**src/rtl/fetch_pkg.sv**
```systemverilog
// Shared types for the instruction prefetch stage: FIFO entry, FSM state
// encoding and the fixed instruction size used to advance the fetch PC.
package fetch_pkg;

  localparam int INST_BYTES = 4;
  localparam int DEF_ADDR_W = 32;
  localparam int DEF_DATA_W = 32;

  typedef struct packed {
    logic [DEF_ADDR_W-1:0] pc;
    logic [DEF_DATA_W-1:0] inst;
  } fetch_entry_t;

  typedef enum logic [1:0] {
    IDLE  = 2'd0,
    WAIT  = 2'd1,
    DRAIN = 2'd2
  } fetch_state_t;

endpackage

```
**src/rtl/fetch_fifo.sv**
```systemverilog
// Prefetch buffer: DEPTH-entry FIFO with wrap-bit pointers. Flush empties the
// buffer in one cycle and overrides any push/pop in that cycle. A push while
// full is accepted only together with a pop (the new entry lands behind).
module fetch_fifo import fetch_pkg::*; #(
  parameter int  DEPTH   = 4,
  parameter type entry_t = fetch_entry_t,
  localparam int PW      = $clog2(DEPTH) + 1
) (
  input  logic          clk,
  input  logic          rst,
  input  logic          push,
  input  logic          pop,
  input  logic          flush,
  input  entry_t        push_data,
  output logic          full,
  output logic          empty,
  output logic [PW-1:0] count,
  output entry_t        head
);

  localparam int IW = PW - 1;

  logic [PW-1:0] wptr_q, wptr_d;
  logic [PW-1:0] rptr_q, rptr_d;
  entry_t        mem_q [DEPTH];
  entry_t        mem_d [DEPTH];
  logic          do_push;
  logic          do_pop;

  // Status flags and head view derived from the registered pointers
  always_comb begin
    full    = (wptr_q[PW-1] != rptr_q[PW-1]) && (wptr_q[IW-1:0] == rptr_q[IW-1:0]);
    empty   = (wptr_q == rptr_q);
    count   = wptr_q - rptr_q;
    head    = mem_q[rptr_q[IW-1:0]];
    do_push = push && (!full || pop);
    do_pop  = pop && !empty;
  end

  // Next pointer / storage values
  always_comb begin
    mem_d  = mem_q;
    wptr_d = wptr_q;
    rptr_d = rptr_q;
    if (flush) begin
      wptr_d = '0;
      rptr_d = '0;
    end else begin
      if (do_push) begin
        mem_d[wptr_q[IW-1:0]] = push_data;
        wptr_d                = wptr_q + PW'(1);
      end
      if (do_pop) begin
        rptr_d = rptr_q + PW'(1);
      end
    end
  end

  // Pointer and storage registers
  always_ff @(posedge clk or posedge rst) begin
    if (rst) begin
      wptr_q <= '0;
      rptr_q <= '0;
      for (int i = 0; i < DEPTH; i++) mem_q[i] <= '0;
    end else begin
      wptr_q <= wptr_d;
      rptr_q <= rptr_d;
      mem_q  <= mem_d;
    end
  end

endmodule

```
**src/rtl/pif_prefetch.sv**
```systemverilog
// Instruction fetch stage with prefetch buffer. Keeps at most one icache
// request outstanding whenever the buffer has room; a redirect flushes the
// buffer and any in-flight response is discarded via the DRAIN state.
// Optional build macro PIF_PREFETCH_STATS_EN adds saturating fetch/flush
// counters as extra outputs.
//
// state | meaning
// IDLE  | no request outstanding; issue when buffer has room and icache free
// WAIT  | request outstanding; response will be written to the buffer
// DRAIN | request outstanding after a redirect; response will be dropped
module pif_prefetch import fetch_pkg::*; #(
  parameter int                ADDR_W     = 32,
  parameter int                DATA_W     = 32,
  parameter int                FIFO_DEPTH = 4,
  parameter logic [ADDR_W-1:0] RESET_PC   = '0
) (
  input  logic              clk,
  input  logic              rst,
  input  logic              jump_en,
  input  logic [ADDR_W-1:0] jump_addr,
  input  logic              stall,
  output logic              icache_read_flag,
  output logic [ADDR_W-1:0] icache_addr,
  input  logic [DATA_W-1:0] icache_read_data,
  input  logic              icache_busy,
  input  logic              icache_done,
  output logic [DATA_W-1:0] inst,
  output logic [ADDR_W-1:0] pc_addr,
  output logic              inst_valid
`ifdef PIF_PREFETCH_STATS_EN
  ,
  output logic [31:0]       stat_fetch_cnt,
  output logic [31:0]       stat_flush_cnt
`endif
);

  localparam int PW = $clog2(FIFO_DEPTH) + 1;

  typedef struct packed {
    logic [ADDR_W-1:0] pc;
    logic [DATA_W-1:0] inst;
  } entry_t;

  fetch_state_t      state_q, state_d;
  logic [ADDR_W-1:0] fetch_pc_q, fetch_pc_d;
  logic              issue;
  logic              push;
  logic              pop;
  logic              fifo_full;
  logic              fifo_empty;
  logic [PW-1:0]     fifo_count;
  entry_t            head;
  entry_t            push_entry;

  fetch_fifo #(
    .DEPTH   (FIFO_DEPTH),
    .entry_t (entry_t)
  ) u_fifo (
    .clk       (clk),
    .rst       (rst),
    .push      (push),
    .pop       (pop),
    .flush     (jump_en),
    .push_data (push_entry),
    .full      (fifo_full),
    .empty     (fifo_empty),
    .count     (fifo_count),
    .head      (head)
  );

  // State register and fetch PC
  always_ff @(posedge clk or posedge rst) begin
    if (rst) begin
      state_q    <= IDLE;
      fetch_pc_q <= RESET_PC;
    end else begin
      state_q    <= state_d;
      fetch_pc_q <= fetch_pc_d;
    end
  end

  // Next-state logic; a redirect with a response still pending goes to DRAIN
  always_comb begin
    state_d = state_q;
    case (state_q)
      IDLE:    if (issue) state_d = WAIT;
      WAIT:    begin
        if (icache_done)  state_d = IDLE;
        else if (jump_en) state_d = DRAIN;
      end
      DRAIN:   if (icache_done) state_d = IDLE;
      default: state_d = IDLE;
    endcase
  end

  // Outputs: request strobe, buffer push/pop and head view
  always_comb begin
    // Issue looks at the registered count only, so a same-cycle pop earns no credit
    issue            = (state_q == IDLE) && !jump_en && !icache_busy &&
                       (fifo_count < PW'(FIFO_DEPTH)) && !rst;
    icache_read_flag = issue;
    icache_addr      = issue ? fetch_pc_q : '0;
    push             = (state_q == WAIT) && icache_done && !jump_en && (!fifo_full || pop);
    push_entry       = '{pc: fetch_pc_q, inst: icache_read_data};
    pop              = !fifo_empty && !stall && !jump_en;
    inst_valid       = !fifo_empty;
    inst             = fifo_empty ? '0 : head.inst;
    pc_addr          = fifo_empty ? '0 : head.pc;
  end

  // Fetch PC: redirect wins, otherwise advance on each accepted response
  always_comb begin
    fetch_pc_d = fetch_pc_q;
    if (jump_en)   fetch_pc_d = jump_addr;
    else if (push) fetch_pc_d = fetch_pc_q + ADDR_W'(INST_BYTES);
  end

`ifdef PIF_PREFETCH_STATS_EN
  logic [31:0] stat_fetch_q, stat_fetch_d;
  logic [31:0] stat_flush_q, stat_flush_d;
  logic        flush_evt;

  // Saturating counters for pushes and redirects that threw work away
  always_comb begin
    flush_evt    = jump_en && (!fifo_empty || (state_q != IDLE));
    stat_fetch_d = stat_fetch_q;
    stat_flush_d = stat_flush_q;
    if (push && (stat_fetch_q != '1))      stat_fetch_d = stat_fetch_q + 32'd1;
    if (flush_evt && (stat_flush_q != '1)) stat_flush_d = stat_flush_q + 32'd1;
  end

  // Counter registers
  always_ff @(posedge clk or posedge rst) begin
    if (rst) begin
      stat_fetch_q <= '0;
      stat_flush_q <= '0;
    end else begin
      stat_fetch_q <= stat_fetch_d;
      stat_flush_q <= stat_flush_d;
    end
  end

  assign stat_fetch_cnt = stat_fetch_q;
  assign stat_flush_cnt = stat_flush_q;
`endif

endmodule

```
**config.mk**
```make
export PLATFORM = sky130hd
export DESIGN_NAME = pif_prefetch
export DESIGN_NICKNAME = d
export VERILOG_FILES = /design/src/rtl/fetch_pkg.sv /design/src/rtl/fetch_fifo.sv /design/src/rtl/pif_prefetch.sv
export SDC_FILE = /design/constraint.sdc
export NUM_CORES = 1
export LEC_CHECK = 0
export ABC_CLOCK_PERIOD_IN_PS = 22500
export BUFFER_PORTS_ARGS = -buffer_cell sky130_fd_sc_hd__buf_2
export CAP_MARGIN = 20
export CORE_ASPECT_RATIO = 0.75
export CORE_MARGIN = 1.5
export CORE_UTILIZATION = 50
export DETAILED_ROUTE_END_ITERATION = 16
export PLACE_DENSITY_LB_ADDON = 0.05
export SLEW_MARGIN = 20
export SYNTH_ARGS = -nofsm -noshare
export SYNTH_HDL_FRONTEND = slang
export SYNTH_SLANG_ARGS = --single-unit
```
**constraint.sdc**
```tcl
create_clock -name clk -period 22.5 [get_ports clk]
set_input_delay 4.5 -clock clk [delete_from_list [all_inputs] [get_ports clk]]
set_output_delay 4.5 -clock clk [all_outputs]
set_load 0.02 [all_outputs]
```
==> results by group <==
Status
  – Status: finished, final reports clean

Cells and area
  – Synth-to-Final Area Change: 15.0%
  – Fin nets: 1,243
  – Antenna cells: 0
  – Share of cells above drive strength 1: 0.479
  – Non-Filler Instances: 1,572
  – Final core utilization: 0.585
  – Most frequent cells in the layout: dfrtp_1, mux2_2, buf_2, and2_1, mux4_2
  – Most common cell after layout, fill and taps aside: dfrtp_1

Timing
  – Final setup violation count: 0
  – Fin Hold WS: 499 ps
  – Max-slew violations: 0
  – Worst-Margin Slew: 1110 ps
  – Setup TNS: 0 ps
  – Max_slew headroom: 0.256
  – RSZ-0062 raised after global routing: false
  – Final-report hold violation count: 0
  – Clock skew: 10.2 ps
  – Final period util: 0.496
  – Fin crit period: 11,170 ps
  – Fmax: 89.5 MHz

Global route
  – Met1 Use GR: 0.345
  – GRT met2 Usage: 0.352
  – GRT Max-Usage Layer: met2
  – Largest net degree at the start of global routing: 164
  – Vias in the first global route: 8,922
  – First-pass GRT wire length: 52,400 um
  – Tot GR Track Use: 0.229
  – Grt ovf: 0
  – GRT met3 Usage: 0.0402
  – Initial antenna violation count: 3

Yosys
  – EDFF count, synth: 0
  – Seq cells post-synth: 296
  – Ys async rst share: 1.00
  – Area leader, netlist: dfrtp_1
  – Share of the synthesized area in the top cell type: 0.519
  – Syn nets: 1,119
  – Ys flop type: dfrtp_1
  – Syn Inst Count: 1,041
  – Leading post-synthesis cells by cell area: dfrtp_1, mux2_2, mux4_2
  – Mapped Area: 14,300 um2
  – Syn Area/Cell: 13.7 um2
  – Cell variety after synth: 56
  – Sequential-to-total area share from yosys stat: 0.519
  – Synth warn: 0

Power
  – Power density over the cells: 82.8 nW/um2
  – Leakage power: 7.91 nW
  – VDD IR max: 0.0000545 V

Detailed routing
  – DR WL/cell: 20.9 um
  – Routed via count: 8,972
  – 1st-iter DRT viols: 473
  – Residual DRC count: 0
  – Initial DRT Pass Iterations: 5
  – Drt via density: 5.71
  – Antenna viol nets, final: 0
  – Final WL: 32,800 um

Place
  – Port Buffers: 167
  – Hpwl dp: 19,700 um
  – GP Congestion: 0.839
  – Dpl cells: 1,516

CTS
  – CTS tree: done
  – CTS Sinks: 296
  – H-tree Lvls: 1
  – CTS Hold Buffers Added: 0
  – Post-CTS Resized: 0
  – Max Root-Sink Buffers: 3
  – Skew-Pair Late Insertion Delay: 550 ps
  – Setup Buffers After CTS: 0
  – Clock Tree Root: clkbuf_16
  – Inserted Clock Buffers: 30
  – Clk slew on worst S/H paths: 60 ps

Worst setup path
  – CP endpoint kind: primary output
  – Stages on worst setup path: 7
  – CP max stage delay: 570 ps
  – Worst EP required: 18,000 ps
  – Crit-path cells: buf_2, inv_2, nand3_1, a21oi_2, buf_4, and2_1, buf_2
  – Startpoint class of the critical path: input port
  – Crit path kind: input port to primary output
  – Cells on worst reg2reg path: 6
  – FF-to-FF setup slack: 18,810 ps
  – CP max-delay cell: inv_2
  – Worst Path Buf+Inv: 4
  – R2r startpoint: u_fifo.rptr_q[1]
  – Crit path launch: jump_en
  – FF-to-FF End: u_fifo.mem_q[137]
  – Worst Path Arrival: 6670 ps
  – Crit-path most repeated cell: buf_2
  – CP Capture Point: icache_addr[19]
  – CP delay by family, top: buffers and inverters
  – CP max FO: 42

Die
  – Core Box Area: 28,100 um2
  – I/O pin count: 168
  – Die Area: 29,600 um2
  – DIE WIDTH: 198 um
  – Die height: 149 um
  – Starting Density: 0.508
  – Rows: 53

Worst hold path
  – Hold crit path type: register to register

Job
  – Maxcap violations: 0
-- synth_stat cells (5+ instances only) --
cell type	number
a21oi_1	7
a31oi_1	18
and2_1	98
buf_1	7
buf_2	35
clkbuf_1	39
dfrtp_1	296
ha_1	8
inv_1	11
mux2_2	259
mux4_2	64
nand2_1	24
nand3_1	12
nand4_1	13
nor2_1	24
nor3_1	5
nor4_1	7
o211ai_1	7
o21ai_0	17
o31ai_1	8
or3_1	5
or4_1	6
xnor2_1	8
-- where the power goes --
| group | internal [mW] | switching (mW) |
|---|---|---|
| sequential | 0.590 | 0.0447 |
| clock | 0.314 | 0.205 |
| combinational | 0.116 | 0.0890 |
-- state kept, by name (all words and copies together) (netlist names) --
name,cells
u_fifo.mem_q,256
fetch_pc_q,32
state_q,2
u_fifo.wptr_q,3
u_fifo.rptr_q,3
-- through the flow --
| stage | setup WS, ps | power [mW] | area (um2) |
|---|---|---|---|
| after detailed placement | 11360 | 0.850 | 15300 |
| after global routing | 11130 | 1.42 | 16400 |
| after CTS | 11350 | 1.37 | 16400 |
| after floorplan | 6010 | 0.788 | 14300 |
| final | 11330 | 1.36 | 16400 |
| after global placement | 11430 | 0.846 | 15300 |
-- worst min-delay path by stage --
stage | from | end | depth (start not counted)
final | u_fifo.mem_q[20] | u_fifo.mem_q[20] | 1
after CTS | u_fifo.mem_q[111] | u_fifo.mem_q[111] | 1
after detailed placement | u_fifo.mem_q[111] | u_fifo.mem_q[111] | 1
after global placement | u_fifo.mem_q[165] | u_fifo.mem_q[165] | 1
after global routing | u_fifo.mem_q[72] | u_fifo.mem_q[72] | 1
after floorplan | u_fifo.mem_q[127] | u_fifo.mem_q[127] | 1
-- routing by layer --
layer | vias up | part of all wire
met1 | 4661 | 0.48
met3 | 44 | 0.050
li1 | 4065 | -
met4 | 4 | 0.016
met2 | 198 | 0.45
met5 | - | 0.00061
-- kinds of logic (layout without fill, tap and decap cells) --
kind of cell,count (synthesis),count (layout),share of synthesized area
mux,324,324,0.306
flops,296,296,0.519
simple gates,230,230,0.0954
buf+inv,96,242,0.0290
compound gates,75,75,0.0356
xor+xnor,12,12,0.00737
fa+ha+maj,8,8,0.00702
-- layout make-up --
type,instances,area (um2)
fill,2391,11600
sequential,296,7410
multi-input combinational,649,6460
timing repair buffer,176,948
clock buffer,44,915
tap,385,482
clock inverter,10,125
inverter,12,52.6
-- worst register-to-register path, cell delays in order, from the launching register on --
cell      delay, ps
dfrtp_4         710
inv_1            90
ha_1            350
and3_1          260
a211oi_2        810
nand2_4         790
mux2_2          560
Note: power is estimated with default switching activity, not from simulation.
